==> src/rtl/text_line_sequencer.sv <==
// text_line_sequencer
// Tracks which character box of a single text line the raster is in and drives the
// per-box ROM base address, box origin and box-active flag one cycle after each pixel.
// Character codes live in a double-buffered store: host writes go to the shadow bank
// and a commit publishes it at the next frame start, so a frame never shows a mix.
module text_line_sequencer #(
    parameter int          NUM_CHARS = 8,
    parameter logic [10:0] X_BOX0    = 11'd88,
    parameter logic [9:0]  Y_BOX     = 10'd32,
    parameter logic [10:0] BOX_W     = 11'd50,
    parameter logic [9:0]  BOX_H     = 10'd40,
    parameter logic [10:0] BOX_PITCH = 11'd56,
    parameter int          CODE_W    = 6
) (
    input  logic              clk,
    input  logic              rst_n,
    input  logic [10:0]       pixel_x,
    input  logic [9:0]        pixel_y,
    input  logic              pixel_valid,
    input  logic              frame_start,
    input  logic              wr_valid,
    output logic              wr_ready,
    input  logic [3:0]        wr_index,
    input  logic [CODE_W-1:0] wr_code,
    input  logic              commit,
    output logic              box_on,
    output logic [3:0]        box_index,
    output logic [10:0]       box_x,
    output logic [8:0]        rom_base_addr,
    output logic [10:0]       pix_x_d,
    output logic [9:0]        pix_y_d,
    output logic              commit_busy
);

    // Slot address width; the bank is rounded up to a power of two so any slot index
    // slice is in range. Slots at or beyond NUM_CHARS are never written and stay 0.
    localparam int         SLOT_W   = (NUM_CHARS > 1) ? $clog2(NUM_CHARS) : 1;
    localparam int         DEPTH    = 1 << SLOT_W;
    localparam logic [4:0] LAST_COL = 5'(NUM_CHARS);

    typedef enum logic [1:0] {
        IDLE,
        PENDING,
        SWAP
    } state_t;

    state_t state;
    state_t state_nxt;

    logic [CODE_W-1:0] bank [2][DEPTH];
    logic              bank_sel;          // bank[bank_sel] is active, the other is shadow

    // Column tracker state: position the next valid pixel will have if the line continues.
    logic [4:0]  col_idx;
    logic [10:0] col_off;
    logic [10:0] col_x;

    // Position of the pixel presented this cycle.
    logic [4:0]        cur_idx;
    logic [10:0]       cur_off;
    logic [10:0]       cur_x;
    logic              in_rows;
    logic              in_box;
    logic [CODE_W-1:0] cur_code;
    logic              wr_fire;
    logic              wr_in_range;
    logic [SLOT_W-1:0] wr_slot;

    // Resolve the current pixel's column: the left edge of box 0 restarts the count.
    always_comb begin
        // NOTE: every signal assigned in an always_comb gets a value on every path
        // (defaults first), otherwise synthesis infers a latch.
        cur_idx  = col_idx;
        cur_off  = col_off;
        cur_x    = col_x;
        if (pixel_x == X_BOX0) begin
            cur_idx = '0;
            cur_off = '0;
            cur_x   = X_BOX0;
        end
        in_rows     = (pixel_y >= Y_BOX) && (pixel_y < Y_BOX + BOX_H);
        in_box      = pixel_valid && (cur_idx < LAST_COL) && (cur_off < BOX_W) && in_rows;
        cur_code    = bank[bank_sel][cur_idx[SLOT_W-1:0]];
        wr_fire     = wr_valid && wr_ready;
        wr_in_range = ({1'b0, wr_index} < LAST_COL);
        wr_slot     = wr_index[SLOT_W-1:0];
    end

    // Advance the column counters without a divider: count pixels within a pitch and
    // step the box index / running left-edge sum at each pitch boundary.
    always_ff @(posedge clk or negedge rst_n) begin
        if (!rst_n) begin
            // NOTE: sequential state is always assigned with <= so every flop samples
            // the pre-edge values; blocking = here would create order-dependent logic.
            col_idx <= LAST_COL;
            col_off <= '0;
            col_x   <= X_BOX0;
        end else if (pixel_valid) begin
            if (cur_off == BOX_PITCH - 11'd1) begin
                col_off <= '0;
                if (cur_idx != LAST_COL) begin
                    col_idx <= cur_idx + 5'd1;
                    col_x   <= cur_x + BOX_PITCH;
                end else begin
                    col_idx <= cur_idx;
                    col_x   <= cur_x;
                end
            end else begin
                col_off <= cur_off + 11'd1;
                col_idx <= cur_idx;
                col_x   <= cur_x;
            end
        end else begin
            col_idx <= LAST_COL;
            col_off <= '0;
            col_x   <= X_BOX0;
        end
    end

    // Register the box outputs; index/origin/ROM base read as 0 outside every box.
    always_ff @(posedge clk or negedge rst_n) begin
        if (!rst_n) begin
            box_on        <= 1'b0;
            box_index     <= '0;
            box_x         <= '0;
            rom_base_addr <= '0;
            pix_x_d       <= '0;
            pix_y_d       <= '0;
        end else begin
            box_on        <= in_box;
            box_index     <= in_box ? cur_idx[3:0] : 4'd0;
            box_x         <= in_box ? cur_x : 11'd0;
            rom_base_addr <= in_box ? 9'({cur_code, 3'b000}) : 9'd0;
            pix_x_d       <= pixel_x;
            pix_y_d       <= pixel_y;
        end
    end

    // Character store: host writes land in the shadow bank; SWAP flips the bank select
    // and re-seeds the new shadow from the freshly published bank.
    always_ff @(posedge clk or negedge rst_n) begin
        if (!rst_n) begin
            // NOTE: the code store is cleared on reset because a blank line after reset
            // is visible behaviour; this keeps it in flops rather than a RAM macro.
            bank_sel <= 1'b0;
            for (int b = 0; b < 2; b++) begin
                for (int i = 0; i < DEPTH; i++) begin
                    bank[b][i] <= '0;
                end
            end
        end else if (state == SWAP) begin
            bank_sel <= ~bank_sel;
            for (int i = 0; i < DEPTH; i++) begin
                bank[bank_sel][i] <= bank[~bank_sel][i];
            end
        end else if (wr_fire && wr_in_range) begin
            bank[~bank_sel][wr_slot] <= wr_code;
        end
    end

    // Commit FSM state register.
    always_ff @(posedge clk or negedge rst_n) begin
        if (!rst_n) begin
            state <= IDLE;
        end else begin
            state <= state_nxt;
        end
    end

    // Commit FSM next state and handshake outputs; a frame_start coinciding with the
    // commit is too early, so the swap always waits for a later frame_start.
    always_comb begin
        state_nxt   = state;
        wr_ready    = 1'b0;
        commit_busy = 1'b1;
        case (state)
            IDLE: begin
                wr_ready    = 1'b1;
                commit_busy = 1'b0;
                if (commit) begin
                    state_nxt = PENDING;
                end
            end
            PENDING: begin
                if (frame_start) begin
                    state_nxt = SWAP;
                end
            end
            SWAP: begin
                state_nxt = IDLE;
            end
            default: begin
                state_nxt = IDLE;
            end
        endcase
    end

endmodule

==> config.mk <==
export PLATFORM = sky130hd
export DESIGN_NAME = text_line_sequencer
export DESIGN_NICKNAME = d
export VERILOG_FILES = /design/src/rtl/text_line_sequencer.sv
export SDC_FILE = /design/constraint.sdc
export NUM_CORES = 1
export LEC_CHECK = 0
export BUFFER_PORTS_ARGS = -buffer_cell sky130_fd_sc_hd__clkbuf_2
export CAP_MARGIN = 20
export CORE_MARGIN = 5
export CORE_UTILIZATION = 59
export CTS_CLUSTER_DIAMETER = 80
export DETAILED_ROUTE_END_ITERATION = 16
export PLACE_DENSITY_LB_ADDON = 0.2
export SLEW_MARGIN = 20
export SYNTH_ARGS = -nofsm -noshare
export SYNTH_HDL_FRONTEND = slang
export SYNTH_SLANG_ARGS = --single-unit
==> constraint.sdc <==
create_clock -name clk -period 2.4 [get_ports clk]
set_clock_uncertainty 0.15 [all_clocks]
set_input_delay 0.24 -clock clk [delete_from_list [all_inputs] [get_ports clk]]
set_output_delay 0.24 -clock clk [all_outputs]
set_load 0.005 [all_outputs]
* Word-level counts from Yosys, hierarchy flattened
Cells that the tools add are included.
** Storage, ports and cells
- Flip-flop bits (word level) :: 172
- Output and inout port bits :: 48
- Logic and storage cells :: 125
** Cells by class
- Add/sub/neg operators :: 3
- Order comparisons :: 12
- Equal/unequal tests :: 7
- Multiplexer cells :: 59
- Bitwise operators :: 5
- Reduce and logical (&&, ||, !) cells :: 12
** Operator list (count)
- $bwmux 96 :: 9
- $demux 48 s1 :: 9
- $mux 48 :: 8
- $mux 96 :: 2
- $mux 11 :: 8
- $mux 42 :: 1
- $mux 36 :: 1
- $mux 30 :: 1
- $mux 24 :: 1
- $mux 6 :: 4
- $mux 5 :: 4
- $bmux 6 s3 :: 1
- $demux 6 s3 :: 1
- $mux 18 :: 1
- $mux 12 :: 1
- $add 11x1->11 const B :: 1
- $add 11x6->11 const B :: 1
- $eq 11x6->1 const B :: 1
- $eq 11x7->1 const B :: 1
- $lt 11x6->1 const B :: 1
- $ge 10x6->1 const B :: 1
- $lt 10x7->1 const B :: 1
- $logic_and 1x1->1 :: 9
- $mux 9 :: 1
- 21 further kinds :: 29

* Longest topological paths before layout
- Word-level depth :: 14
- Gate-level depth with buffers :: 11
- Mapped depth without buffers :: 10

* Worst setup path after synthesis
Ideal clock, no wire load.
- Path type :: input to register
- Start :: input port pixel_x[2]
- End :: register col_idx[4]
- Data arrival time :: 2.671 ns
- Required time :: 2.172 ns
- Setup slack :: -0.499 ns
- Stages :: 11
- Path buffers :: 2
- Path through :: and4bb_2 -> nand3_1 -> clkbuf_1 -> clkbuf_1 -> and2_1 -> ha_1 -> nand2_1 -> a31oi_4 -> nand2_2 -> or4_1 -> a21oi_1
** On the way
- Word-level cells in the longest chain between the ends :: 6
- Elaborated cells between the ends (all ways) :: 9
- Classes of those cells :: add/sub: 1; eq/ne: 3; mux: 5
** RTL lines
- start: declaration :: RTL line 17 : input logic [10:0] pixel_x,
- $eq 11x7->1 (*) :: RTL line 76 : if (pixel_x == X_BOX0) begin
- $mux 5 :: RTL line 76
- $add 5x1->5 or $ne 5x4->1 (tied branches) :: RTL line 102, 101
- $mux 5 :: RTL line 101 : if (cur_idx != LAST_COL) begin
- $mux 5 (*) :: RTL line 99 : if (cur_off == BOX_PITCH - 11'd1) begin
- $mux 5 (*) :: RTL line 98 : end else if (pixel_valid) begin
- end signal: assignment :: RTL line 102 : col_idx <= cur_idx + 5'd1;
- end signal: assignment :: RTL line 105 : col_idx <= cur_idx;
- end signal: assignment :: RTL line 110 : col_idx <= cur_idx;
- end: declaration :: RTL line 54 : logic [4:0] col_idx;
Every way passes the cells marked *; elsewhere a longest branch is shown, timed or not.
A chain may end at the register's enable or synchronous reset.

* Worst setup path in the final report
- Start :: register col_off[7]
- End :: register col_x[10]
** On the way
- Word-level cells in the longest chain between the ends :: 4
** RTL lines
- start: declaration :: RTL line 55 : logic [10:0] col_off;
- start signal: assignment :: RTL line 109 : col_off <= cur_off + 11'd1;
- $mux 11 :: RTL line 76
- $eq 11x6->1 :: RTL line 99
- $mux 11 :: RTL line 99
- $mux 11 :: RTL line 98
- end signal: assignment :: RTL line 103 : col_x <= cur_x + BOX_PITCH;
- end signal: assignment :: RTL line 106 : col_x <= cur_x;
- end signal: assignment :: RTL line 111 : col_x <= cur_x;
- end: declaration :: RTL line 56 : logic [10:0] col_x;
Every way passes these cells.

==> impl_metrics.py <==
metrics = {
    "global_routing": {
        "grt_pass1_vias": 7621,
        "antenna_found_initial": 0,
        "grt_pass1_wl_mm": 38.5,
        "grt_max_degree": 63,
        "grt_usage_pct": 29.4,
        "grt-ovfl-total": 0,
    },
    "sta": {
        "setup_viol": 0,
        "worst_slew_pin_slew_ns": 0.835,
        "setup_ws_ns": 0.0823,
        "fmax_mhz": 431,
        "holdWs_ns": 0.105,
        "slew_headroom_pct": 44.0,
        "fin_crit_ns": 2.32,
        "final_hold_viol_count": 0,
        "period_share_pct": 96.6,
        "slew_violations": 0,
        "rsz0062_at_grt": "no",
    },
    "power": {
        "power_density_mw_per_mm2": 906,
        "clkPwrFrac_pct": 31.1,
        "ir_drop_v": 0.000750,
        "pwr-share-seq_pct": 43.4,
        "power_frac_comb_pct": 25.5,
        "switchingPower_w": 0.00300,
        "switching_share_pct": 32.3,
        "p_int_w": 0.00629,
        "p_leak_nw": 4.46,
    },
    "clock_tree": {
        "path_clk_slew_ns": 0.07,
        "cts_root_buf": "clkbuf_16",
        "clk_path_buf_depth": 2,
        "cts_setup_buffers": 0,
        "cts_htree_levels": 4,
        "cts_tree": "built",
        "clkLatencyLatePin_ns": 0.43,
        "cts_buffers": 17,
        "cts.sink_count": 169,
    },
    "die": {
        "rows": 43,
        "ioPinCount": 85,
        "die_y_um": 129,
        "die_area_sq_mm": 0.0166,
        "core_sq_mm": 0.0139,
        "die_w_um": 129,
        "start_util_pct": 60.2,
    },
    "min_path": {
        "min_path_cells": 3,
        "hp-class": "in2reg",
        "hold_path_startpoint": "pixel_valid",
        "hold_path_end": "col_x[3]",
    },
    "yosys": {
        "synth_fa_ha_area_share_pct": 0.599,
        "yosysTopAreaCellShare_pct": 49.4,
        "synth_top_family_by_area": "compound AO/OA/AOI/OAI gates",
        "ys_types": 64,
        "yosysMostFrequentCell": "dfrtp_1",
        "ys_seq_area_share_pct": 50.7,
        "muxShareOfSynthArea_pct": 6.02,
        "yosys.area_share.simple_pct": 16.7,
        "syn_inst": 851,
        "avgSynthCellArea_sq_um": 9.81,
        "yosys.area_share.xor_xnor_pct": 1.89,
        "synth-main-ff-cell": "dfrtp_1",
        "ys_ff_latch": 169,
        "synth_edf_count": 0,
        "synth_area_leader_cell": "dfrtp_1",
        "synth-compound-area-share_pct": 20.3,
        "synth.area.top_cells": "dfrtp_1 (49%), a22oi_1 (8.7%), nor2_1 (4.5%)",
        "synth_common_cells": "dfrtp_1 (165), nor2_1 (101), a22oi_1 (97)",
        "netlist_area_sq_mm": 0.00835,
        "synthArstFlopShare_pct": 100,
        "ys_warn_count": 0,
    },
    "final_layout": {
        "diodes": 0,
        "layout-drive-gt1-share_pct": 23.0,
        "multiInputGateArea_sq_mm": 0.00387,
        "seqCellArea_sq_mm": 0.00424,
        "nets": 1026,
        "fill_cells": 951,
        "syn_to_final_growth_pct": 22.8,
    },
    "detailed_routing": {
        "antenna_left": 0,
        "routed_wl_mm": 23.8,
        "via_count": 7404,
        "drc": 0,
        "wire_per_inst_um": 20.3,
        "drt_first_iter_violations": 571,
        "dr.pass1.iters": 6,
        "viasPerCell": 6.29,
    },
    "critical_path": {
        "arrival_ns": 2.52,
        "cp_max_fo": 5,
        "timing.rr.end": "col_x[10]",
        "r2r_cells": 6,
        "path_class": "reg2reg",
        "cp_data_required_time_ns": 2.60,
        "reg2reg_slack_ns": 0.08,
        "critical_path.max_stage_delay_ns": 0.62,
        "rr_startpoint": "col_off[7]",
        "crit_path_end_kind": "flip-flop",
        "cp_slowest_cell": "or4_4",
        "path_cells": "or4_4, nor4_4, buf_4, nand4_1, xor2_1, nor2_1",
        "cp-start-kind": "flip-flop",
    },
    "placed_design": {
        "place_ws_ns": -0.0989,
        "port_buffers": 81,
        "dp_hpwl_mm": 15.8,
        "gp_congestion": 0.867,
    },
    "outcome": {
        "status": "complete, no violations",
    },
    "flow_run": {
        "maxCapViolCount": 0,
    },
}
[logic make-up (layout without fill, tap and decap cells)]
kind of cell / Yosys count / after routing
XOR/XNOR: 18 / 18
adder cells (fa/ha/maj): 4 / 4
multiplexers: 41 / 41
AND/OR/NAND/NOR: 279 / 279
other: 1 / 4
flip-flops: 169 / 169
AO/OA/AOI/OAI: 266 / 266
buffers and inverters: 73 / 216
[critical path, delay by kind of cell, from the launching register on]
| kind | cells | cell delay, ns |
|---|---|---|
| xor gates and xnor gates | 1 | 0.17 |
| buffers and inverters | 1 | 0.19 |
| DFF | 1 | 0.45 |
| and+or+nand+nor | 4 | 1.27 |
[stage by stage]
| stage | total power, W | TNS [ns] | cells | utilization (%) | instance area (sq um) |
|---|---|---|---|---|---|
| after floorplan | 0.00551 | -0.0232 | 854 | - | 8430 |
| after global placement | 0.00619 | -0.00565 | 1116 | 67.1 | 9320 |
| after detailed placement | 0.00635 | -0.448 | 1116 | 67.1 | 9320 |
| after CTS | 0.00929 | 0 | 1177 | 73.8 | 10200 |
| after global routing | 0.00971 | 0 | 1177 | 73.9 | 10300 |
| final | 0.00930 | 0 | 1177 | 73.9 | 10300 |
[sequential cells by signal, indices dropped and copies added (netlist names)]
register and count:
pix_x_d 11, box_x 11, state 2, col_idx 5, pix_y_d 10, bank 96
box_on 1, col_off 11, bank_sel 1, rom_base_addr 6, col_x 11, box_index 4
[area by class of cell]
type	instances	area share, %
Inverter	6	0.220
Clock inverter	9	1.34
Clock buffer	22	4.82
Sequential cell	169	41.3
Timing Repair Buffer	179	12.4
Tap cell	180	2.20
Multi-Input combinational cell	612	37.7
[layout by cell type (no fill, tap or decap), types with 5 or more instances in the layout]
cell           instances
o21ai_0               33
nand2_1               76
mux2_2                13
clkbuf_8               5
nand3_1               13
clkbuf_16             17
dfrtp_1              164
a22oi_1               97
clkbuf_2              80
and2_1                24
nor2b_1                8
mux2i_1               21
xnor2_1                9
mux4_2                 6
inv_1                  6
buf_4                 64
nand2b_1               9
a21oi_1               60
o21ai_1               33
o22ai_1                5
xor2_1                 9
a31oi_1               11
dlygate4sd3_1         30
o211ai_1               5
nor2_1               100
[metal layers]
metal  track usage, %  share of wire [%]  vias to the layer above
met5                0                  0                        -
met4             13.9                4.2                        0
met3             5.56                7.0                       78
met2             50.2                 51                      410
met1             36.1                 38                     3572
li1                 -                  -                     3344
[power by group through the flow]
stage	logic (W)	clock network, W	registers (W)
floorplan	0.00163	0	0.00388
global placement	0.00219	0	0.00399
detailed placement	0.00228	0	0.00407
CTS	0.00235	0.00292	0.00402
global route	0.00258	0.00303	0.00410
finish	0.00237	0.00289	0.00403
[worst max path at each step]
stage                     startpoint  depth (start not counted)          to  slack [ns]
final                     col_off[7]                          6   col_x[10]        0.08
after global routing      col_off[7]                          6   col_x[10]       0.005
after CTS                 col_off[7]                          5    box_x[0]        0.04
after detailed placement  pixel_x[1]                         11    col_x[4]        -0.1
after global placement    pixel_x[1]                         11    col_x[4]      -0.006
after floorplan           pixel_x[0]                         11  col_idx[4]       -0.02
[timing repair]
item,in CTS,in global routing
resized for setup,0,2
endpoints found under the setup margin,0,13
hold buffers,30,0
endpoints found under the hold margin,77,0
Note: power is estimated with default switching activity, not from simulation.
